$ cat config.mk
export PLATFORM = sky130hd
export DESIGN_NAME = ram_port_initiator
export DESIGN_NICKNAME = d
export VERILOG_FILES = /design/src/rtl/mem_pkg.sv /design/src/rtl/ram_port_resp_fifo.sv /design/src/rtl/ram_port_initiator.sv
export SDC_FILE = /design/constraint.sdc
export NUM_CORES = 1
export LEC_CHECK = 0
export ABC_AREA = 1
export CAP_MARGIN = 20
export CORE_ASPECT_RATIO = 1.75
export CORE_MARGIN = 10
export CORE_UTILIZATION = 43
export DETAILED_ROUTE_END_ITERATION = 7
export GPL_TIMING_DRIVEN = 0
export PLACE_DENSITY = 0.77
export SYNTH_ARGS = -nofsm -noshare
export SYNTH_HDL_FRONTEND = slang
export SYNTH_SLANG_ARGS = --single-unit
$ cat constraint.sdc
create_clock -name CLK -period 2.75 [get_ports CLK]
set_input_delay 0.55 -clock CLK [delete_from_list [all_inputs] [get_ports CLK]]
set_output_delay 0.55 -clock CLK [all_outputs]
set_load 0.02 [all_outputs]
$ cat src/rtl/mem_pkg.sv
// Shared encodings for word-memory port initiators: access sizes, byte strobes
// and the packed response format {err, data}.
package mem_pkg;

  localparam logic [1:0] MEM_SIZE_B = 2'b00;
  localparam logic [1:0] MEM_SIZE_H = 2'b01;
  localparam logic [1:0] MEM_SIZE_W = 2'b10;

  localparam logic [3:0] STRB_B = 4'b0001;
  localparam logic [3:0] STRB_H = 4'b0011;
  localparam logic [3:0] STRB_W = 4'b1111;

  localparam int RESP_W = 33;

  typedef struct packed {
    logic       valid;
    logic       is_load;
    logic [1:0] size;
    logic       is_signed;
    logic [1:0] lane;
    logic       err;
  } p1_t;

endpackage

$ cat src/rtl/ram_port_resp_fifo.sv
// Three-entry response buffer; push and pop may happen in the same cycle at any
// occupancy, and the head reads as zero whenever the buffer is empty.
module ram_port_resp_fifo
  import mem_pkg::*;
(
  input  logic              clk,
  input  logic              rst,
  input  logic              push,
  input  logic [RESP_W-1:0] push_data,
  input  logic              pop,
  output logic [RESP_W-1:0] head,
  output logic [1:0]        count
);

  logic [RESP_W-1:0] mem [3];
  logic [1:0]        rd_ptr;
  logic [1:0]        wr_ptr;
  logic              do_push;
  logic              do_pop;

  function automatic logic [1:0] next_ptr(input logic [1:0] p);
    return (p == 2'd2) ? 2'd0 : p + 2'd1;
  endfunction

  assign do_pop  = pop && (count != 2'd0);
  assign do_push = push && ((count != 2'd3) || do_pop);

  always_ff @(posedge clk) begin
    if (rst) begin
      rd_ptr <= 2'd0;
      wr_ptr <= 2'd0;
      count  <= 2'd0;
    end else begin
      if (do_push) begin
        mem[wr_ptr] <= push_data;
        wr_ptr      <= next_ptr(wr_ptr);
      end
      if (do_pop) begin
        rd_ptr <= next_ptr(rd_ptr);
      end
      case ({do_push, do_pop})
        2'b10:   count <= count + 2'd1;
        2'b01:   count <= count - 2'd1;
        default: count <= count;
      endcase
    end
  end

  assign head = (count != 2'd0) ? mem[rd_ptr] : '0;

endmodule

$ cat src/rtl/ram_port_initiator.sv
// Load/store initiator for one block-RAM port: issues strobes in the accept
// cycle, extracts load data one cycle later and returns in-order responses.
module ram_port_initiator
  import mem_pkg::*;
#(
  parameter int WIDTH = 10
) (
  input  logic             CLK,
  input  logic             RST,
  input  logic             REQ_VALID,
  output logic             REQ_READY,
  input  logic             REQ_WE,
  input  logic [1:0]       REQ_SIZE,
  input  logic             REQ_SIGNED,
  input  logic [WIDTH+1:0] REQ_ADDR,
  input  logic [31:0]      REQ_WDATA,
  output logic             RESP_VALID,
  input  logic             RESP_READY,
  output logic [31:0]      RESP_DATA,
  output logic             RESP_ERR,
  output logic             M_RDEN,
  output logic [WIDTH+1:0] M_RADDR,
  input  logic [31:0]      M_RDATA,
  output logic             M_WREN,
  output logic [3:0]       M_WSTRB,
  output logic [WIDTH+1:0] M_WADDR,
  output logic [31:0]      M_WDATA
);

  p1_t               p1;
  logic              wr_last;
  logic [1:0]        fifo_count;
  logic [2:0]        occupancy;
  logic              accept;
  logic              req_err;
  logic [RESP_W-1:0] push_data;
  logic [RESP_W-1:0] head;

  function automatic logic misaligned(input logic [1:0] size, input logic [1:0] lane);
    case (size)
      MEM_SIZE_B: return 1'b0;
      MEM_SIZE_H: return lane[0];
      MEM_SIZE_W: return lane != 2'b00;
      default:    return 1'b1;
    endcase
  endfunction

  function automatic logic [3:0] strobe(input logic [1:0] size);
    case (size)
      MEM_SIZE_B: return STRB_B;
      MEM_SIZE_H: return STRB_H;
      default:    return STRB_W;
    endcase
  endfunction

  // Only aligned lanes reach here, so a half always sits at lane 0 or 2.
  function automatic logic [31:0] extract(input logic [31:0] rdata, input logic [1:0] size,
                                          input logic sgn, input logic [1:0] lane);
    logic [7:0]  b;
    logic [15:0] h;
    b = rdata[{lane, 3'b000} +: 8];
    h = rdata[{lane[1], 4'b0000} +: 16];
    case (size)
      MEM_SIZE_B: return {{24{sgn & b[7]}}, b};
      MEM_SIZE_H: return {{16{sgn & h[15]}}, h};
      default:    return rdata;
    endcase
  endfunction

  assign occupancy = {1'b0, fifo_count} + {2'b00, p1.valid};
  assign REQ_READY = !RST && (occupancy <= 3'd2) && !wr_last;
  assign accept    = REQ_VALID && REQ_READY;
  assign req_err   = misaligned(REQ_SIZE, REQ_ADDR[1:0]);

  assign M_RADDR = REQ_ADDR;
  assign M_WADDR = REQ_ADDR;
  assign M_RDEN  = accept && !REQ_WE && !req_err;
  assign M_WREN  = accept && REQ_WE && !req_err;
  assign M_WSTRB = M_WREN ? strobe(REQ_SIZE) : 4'b0000;
  assign M_WDATA = M_WREN ? REQ_WDATA : 32'd0;

  // The RAM answers with write-merge data the cycle after a write, so that
  // cycle is kept free of new accepts via wr_last.
  always_ff @(posedge CLK) begin
    if (RST) begin
      p1      <= '0;
      wr_last <= 1'b0;
    end else begin
      p1.valid     <= accept;
      p1.is_load   <= !REQ_WE;
      p1.size      <= REQ_SIZE;
      p1.is_signed <= REQ_SIGNED;
      p1.lane      <= REQ_ADDR[1:0];
      p1.err       <= req_err;
      wr_last      <= M_WREN;
    end
  end

  assign push_data = {p1.err, (p1.is_load && !p1.err) ?
                      extract(M_RDATA, p1.size, p1.is_signed, p1.lane) : 32'd0};

  ram_port_resp_fifo u_fifo (
    .clk       (CLK),
    .rst       (RST),
    .push      (p1.valid),
    .push_data (push_data),
    .pop       (RESP_VALID && RESP_READY),
    .head      (head),
    .count     (fifo_count)
  );

  assign RESP_VALID          = fifo_count != 2'd0;
  assign {RESP_ERR, RESP_DATA} = head;

endmodule

# Yosys cells after proc, flatten, opt, wreduce, memory -nomap -nowiden
# Memories as Yosys holds them, arrays and structs flattened. A register that Yosys moved wholly into a read port is not among the register bits.
# Cells that the tools add are included.
word_totals:
  reg_bits: 15
  ram_bits: 99
  in_bits: 84
  output_inout_bits: 97
  wordCells: 66
  memories: 1
op_classes:
  add_sub_neg: 5
  order_cmp: 1
  n_eq_ne: 8
  shifts: 2
  mux: 15
  n_bitwise: 2
  reduce_logical: 22
memory_table:
  columns: ["memory", "depth", "width", "read_ports", "rd_ports_with_merged_regs", "write_ports", "line_no", "text"]
  rows:
  - ["u_fifo.mem", 3, 33, 1, 1, 1, "ram_port_resp_fifo.sv:15", "logic [RESP_W-1:0] mem [3];"]
op_table:
  columns: ["op", "n"]
  rows:
  - ["$mux W32", 2]
  - ["$pmux W32 S2", 1]
  - ["$mux W33", 1]
  - ["$shiftx A32 B6 Y16", 1]
  - ["$shiftx A32 B6 Y8", 1]
  - ["$logic_and A1 B1 Y1", 11]
  - ["$eq A2 B2 Y1 const B", 4]
  - ["$mux W2", 4]
  - ["$pmux W4 S2", 1]
  - ["$add A2 B1 Y2 const B", 3]
  - ["$eq A2 B1 Y1 const B", 3]
  - ["$reduce_bool A2 Y1", 3]
  - ["$logic_not A1 Y1", 5]
  - ["$logic_not A2 Y1", 2]
  - ["$mux W4", 1]
  - ["$pmux W2 S2", 1]
  - ["$add A2 B1 Y3", 1]
  - ["$le A3 B2 Y1 const B", 1]
  - ["$mux W1", 3]
  - ["$pmux W1 S3", 1]
  - ["$and A1 B1 Y1", 2]
  - ["$ne A2 B2 Y1 const B", 1]
  - ["$sub A2 B1 Y2 const B", 1]
  - ["$logic_or A1 B1 Y1", 1]

# Depth between registers and ports, before layout
depth:
  depth_word: 8
  ltp_mapped: 11
  depth_no_buf: 9

# Cells and area by module
# A second synthesis with hierarchy kept.
hier_totals:
  cells_unflattened: 726
  hier_area_um2: 6162.2
modules_own_cells:
  columns: ["module", "instances", "cells_each", "area_each_um2", "seq_area_each_um2"]
  rows:
  - ["ram_port_resp_fifo", 1, 396, 4418.0, 3133.0]
  - ["ram_port_initiator", 1, 330, 1744.2, 180.2]

# Worst setup path before layout
# OpenSTA, ideal clock, no wires.
synth_path:
  path_kind: "in2reg"
  startpoint: "input RST"
  endpoint: "memory u_fifo.mem[0][0], enable pin"
  setup_time_ps: 423
  arrival_time_ps: 2548
  path_slack_ps: -221
  path_stages: 5
  n_path_buf: 1
  cell_sequence: "buf_2 nor2_1 inv_1 or2_2 nor2_1"
synth_via:
  elab_chain_len: 2
synth_rtl:
  columns: ["element", "line_no", "text"]
  rows:
  - ["start: declaration", "ram_port_initiator.sv:9", "input logic RST,"]
  - ["$mux W1", "ram_port_resp_fifo.sv:29", "if (rst) begin"]
  - ["$mux W1 (implied by the code)", "ram_port_resp_fifo.sv:35", "mem[wr_ptr] <= push_data;"]
  - ["end: declaration", "ram_port_resp_fifo.sv:15", null]
# No other way between the ends.

# Worst setup path in the final report
layout_path:
  startpoint: "register u_fifo.count[0]"
  endpoint: "output M_WDATA[12]"
layout_via:
  elab_chain_len: 8
layout_rtl:
  columns: ["element", "line_no", "text"]
  rows:
  - ["start: declaration", "ram_port_resp_fifo.sv:12", "output logic [1:0] count"]
  - ["start signal: assignment", "ram_port_resp_fifo.sv:42", "2'b10: count <= count + 2'd1;"]
  - ["start signal: assignment", "ram_port_resp_fifo.sv:43", "2'b01: count <= count - 2'd1;"]
  - ["start signal: assignment", "ram_port_resp_fifo.sv:44", "default: count <= count;"]
  - ["$add A2 B1 Y3", "ram_port_initiator.sv:70", "assign occupancy = {1'b0, fifo_count} + {2'b00, p1.valid};"]
  - ["$le A3 B2 Y1", "ram_port_initiator.sv:71", "assign REQ_READY = !RST && (occupancy <= 3'd2) && !wr_last;"]
  - ["$logic_and A1 B1 Y1 (2 in a row)", "ram_port_initiator.sv:71", null]
  - ["$logic_and A1 B1 Y1", "ram_port_initiator.sv:72", "assign accept = REQ_VALID && REQ_READY;"]
  - ["$logic_and A1 B1 Y1 (2 in a row)", "ram_port_initiator.sv:78", "assign M_WREN = accept && REQ_WE && !req_err;"]
  - ["$mux W32", "ram_port_initiator.sv:80", "assign M_WDATA = M_WREN ? REQ_WDATA : 32'd0;"]
  - ["end: declaration", "ram_port_initiator.sv:27", "output logic [31:0] M_WDATA"]
# No other way between the ends.

==> results.tsv <==
metric	value	unit
status	finished clean	
total track usage	0.182	
Synth Instances	639	
commonest non-fill, non-tap cell in the layout	inv_1	
Worst Tran Pin Value	571	ps
hold path cells	2	
Die Ht	177	um
crit path DAT	2180	ps
final wirelength	17800	um
crit path capture	M_WDATA[12]	
met2 Usage GRT	0.328	
crit path time final	2730	ps
Mapped Area	6020	um2
final hold violation count	0	
Cell Rows	57	
number of distinct library cells after synthesis	35	
crit path kind	flop to output port	
number of fill cells	1127	
maximum VDD drop	0.404	mV
Slew headroom	0.620	
HP Class	input port to flop	
final period utilization	0.992	
DP Cell Count	988	
GR peak layer	met2	
number of global-route vias before repair	5208	
Synth Flop Type	edfxtp_1	
Routed WL per cell	17.3	um
routed vias/inst	4.94	
Num CTS Buffers	17	
required time worst endpoint	2200	ps
port buffer count	169	
Post-synth EDFFs	99	
Yosys top cell by area	edfxtp_1	
RSZ-0062 raised after global routing	yes	
ANT cells	0	
yosys synthesis warning count	0	
root buffer cell	clkbuf_16	
asr flop ratio synth	0	
CP Cell Sequence	ha_4 -> inv_2 -> ha_4 -> nand3b_1 -> nand2_2 -> nand3_2 -> inv_2 -> nand3_4 -> clkbuf_16 -> nor2_4 -> buf_6	
H-tree lvl count	4	
Multi-input gate area	2060	um2
num ports	181	
beginning of the critical path	u_fifo.count[0]	
syn_nets	726	
Worst R2R Path Depth	8	
TritonCTS Sinks	116	
largest net degree at the start of global routing	30	
nets@finish	925	
residual overflow from global routing	0	
Area Overhead vs Synth	47.5	%
worst-path maximum fanout	8	
Leakage	4.29	nW
initial antenna violation count	0	
CP Launch Type	flop	
flop-to-flop setup slack	700	ps
Core Box Area	13800	um2
Max-Cap Viols	0	
GR Layer Usage met1	0.169	
clk slew on worst S/H paths	50	ps
Bufs on Longest Clock Path	2	
TritonRoute pass-1 iters	5	
Worst Setup End Kind	output port	
synthesized flop and latch total	116	
DRC Markers	0	
ANT nets after route	0	
full die area	19300	um2
share of Yosys cell area claimed by the top area cell type	0.494	
final setup fails	0	
design area	8880	um2
RR Startpoint	u_fifo.count[0]	
synthesized area per cell	9.42	um2
DR iter-0 viols	325	
share of cells above drive strength 1	0.255	
PwrDens	653	nW/um2
fmax	366	MHz
Clock Latency Late Sink	410	ps
first-pass GRT wire length	26700	um
grt met3 use	0.0781	
Final HPWL DP	13200	um
Layout Cells excl Fill	1028	
Cell Area, Placed	8020	um2
DR vias	5075	
Crit-path slowest cell	dfxtp_4	
Die Wd	109	um
register area share after synthesis	0.550	
Slew Viols, Final	0	
delay of the slowest critical-path stage	370	ps
most frequent cells in the layout	inv_1, clkdlybuf4s50_1, edfxtp_1	
top area cells in the synthesized netlist	edfxtp_1, inv_1, mux2_2	
Power Total	5.80	mW
Worst R2R End	u_fifo.mem[0][19]	
Reg area	3330	um2
initial core utilization	0.435	
Final GP Congestion	0.885	
worst clock skew	5.98	ps
CTS tree	built	
==> cells in the mapped netlist (10+ instances only) <==
| master | instances |
|---|---|
| dfxtp_1 | 17 |
| inv_1 | 134 |
| nor2_1 | 77 |
| nand2_1 | 84 |
| buf_4 | 26 |
| mux2_2 | 33 |
| o21ai_0 | 37 |
| nand3_1 | 12 |
| nor2_4 | 10 |
| edfxtp_1 | 99 |
| clkbuf_1 | 13 |
| a21oi_1 | 37 |
==> where the power goes <==
part / switching [mW] / internal [mW]
clock network: 0.740 / 1.28
logic: 0.980 / 0.769
registers: 0.0499 / 1.98
total: 1.77 / 4.03
==> state kept, by name (all words and copies together), names as in the netlist, named ones only <==
name and cells:
u_fifo.mem 99, p1 8, u_fifo.count 2, u_fifo.rd_ptr 2
u_fifo.wr_ptr 2, wr_last 1
==> stage by stage <==
| step | util | worst slack (ps) | setup TNS (ps) | hold slack (ps) |
|---|---|---|---|---|
| 4_1_cts | 0.620 | 7.79 | 0 | 425 |
| 2_1_floorplan | - | -221 | -14590 | 453 |
| 6_report | 0.642 | 21.2 | 0 | 437 |
| 3_3_place_gp | 0.574 | -1780 | -177730 | 472 |
| 5_1_grt | 0.642 | -102 | -1880 | 434 |
| 3_5_place_dp | 0.579 | -536 | -14470 | 487 |
==> routing by layer <==
metal,vias up,share of wire
met5,-,0
met4,0,0.037
met3,39,0.10
met2,226,0.53
met1,2396,0.33
li1,2414,-
==> layout make-up <==
type	count	share of cell area
plain buffers	51	0.0442
clock buffers	24	0.0568
clock inverters	8	0.00507
inverters	139	0.0599
multi-input cells	333	0.232
flip-flops and latches	116	0.374
well taps	177	0.0249
repair buffers	180	0.203
==> timing repair <==
action	4_1_cts	5_1_grt
resized for setup	224	89
hold buffers	0	0
gates cloned	2	2
setup endpoints to repair	72	59
setup buffers	3	2
pin swaps	2	5
==> worst min path at each step <==
stage / startpoint / end
global placement: u_fifo.wr_ptr[1] / u_fifo.wr_ptr[0]
finish: RST / p1[4]
global route: RST / p1[6]
detailed placement: u_fifo.wr_ptr[0] / u_fifo.wr_ptr[0]
CTS: RST / p1[4]
floorplan: u_fifo.wr_ptr[1] / u_fifo.wr_ptr[0]
==> critical path, delay by kind of cell, from the launching register on <==
family,cells,cell delay [ps]
AND/OR/NAND/NOR,5,520
buffers and inverters,4,480
adder cells (fa/ha/maj),2,380
flip-flops,1,370
==> cell families (layout without fill, tap and decap cells) <==
| kind of cell | count (synthesis) | in the layout | share of synthesized area |
|---|---|---|---|
| AOI/OAI and AO/OA | 93 | 93 | 0.0848 |
| buffers and inverters | 191 | 402 | 0.144 |
| DFF | 116 | 116 | 0.550 |
| adders and majority gates | 3 | 3 | 0.00623 |
| xor gates and xnor gates | 1 | 1 | 0.00145 |
| and+or+nand+nor | 202 | 203 | 0.152 |
| muxes | 33 | 33 | 0.0617 |
(Power assumes the default switching activity.)
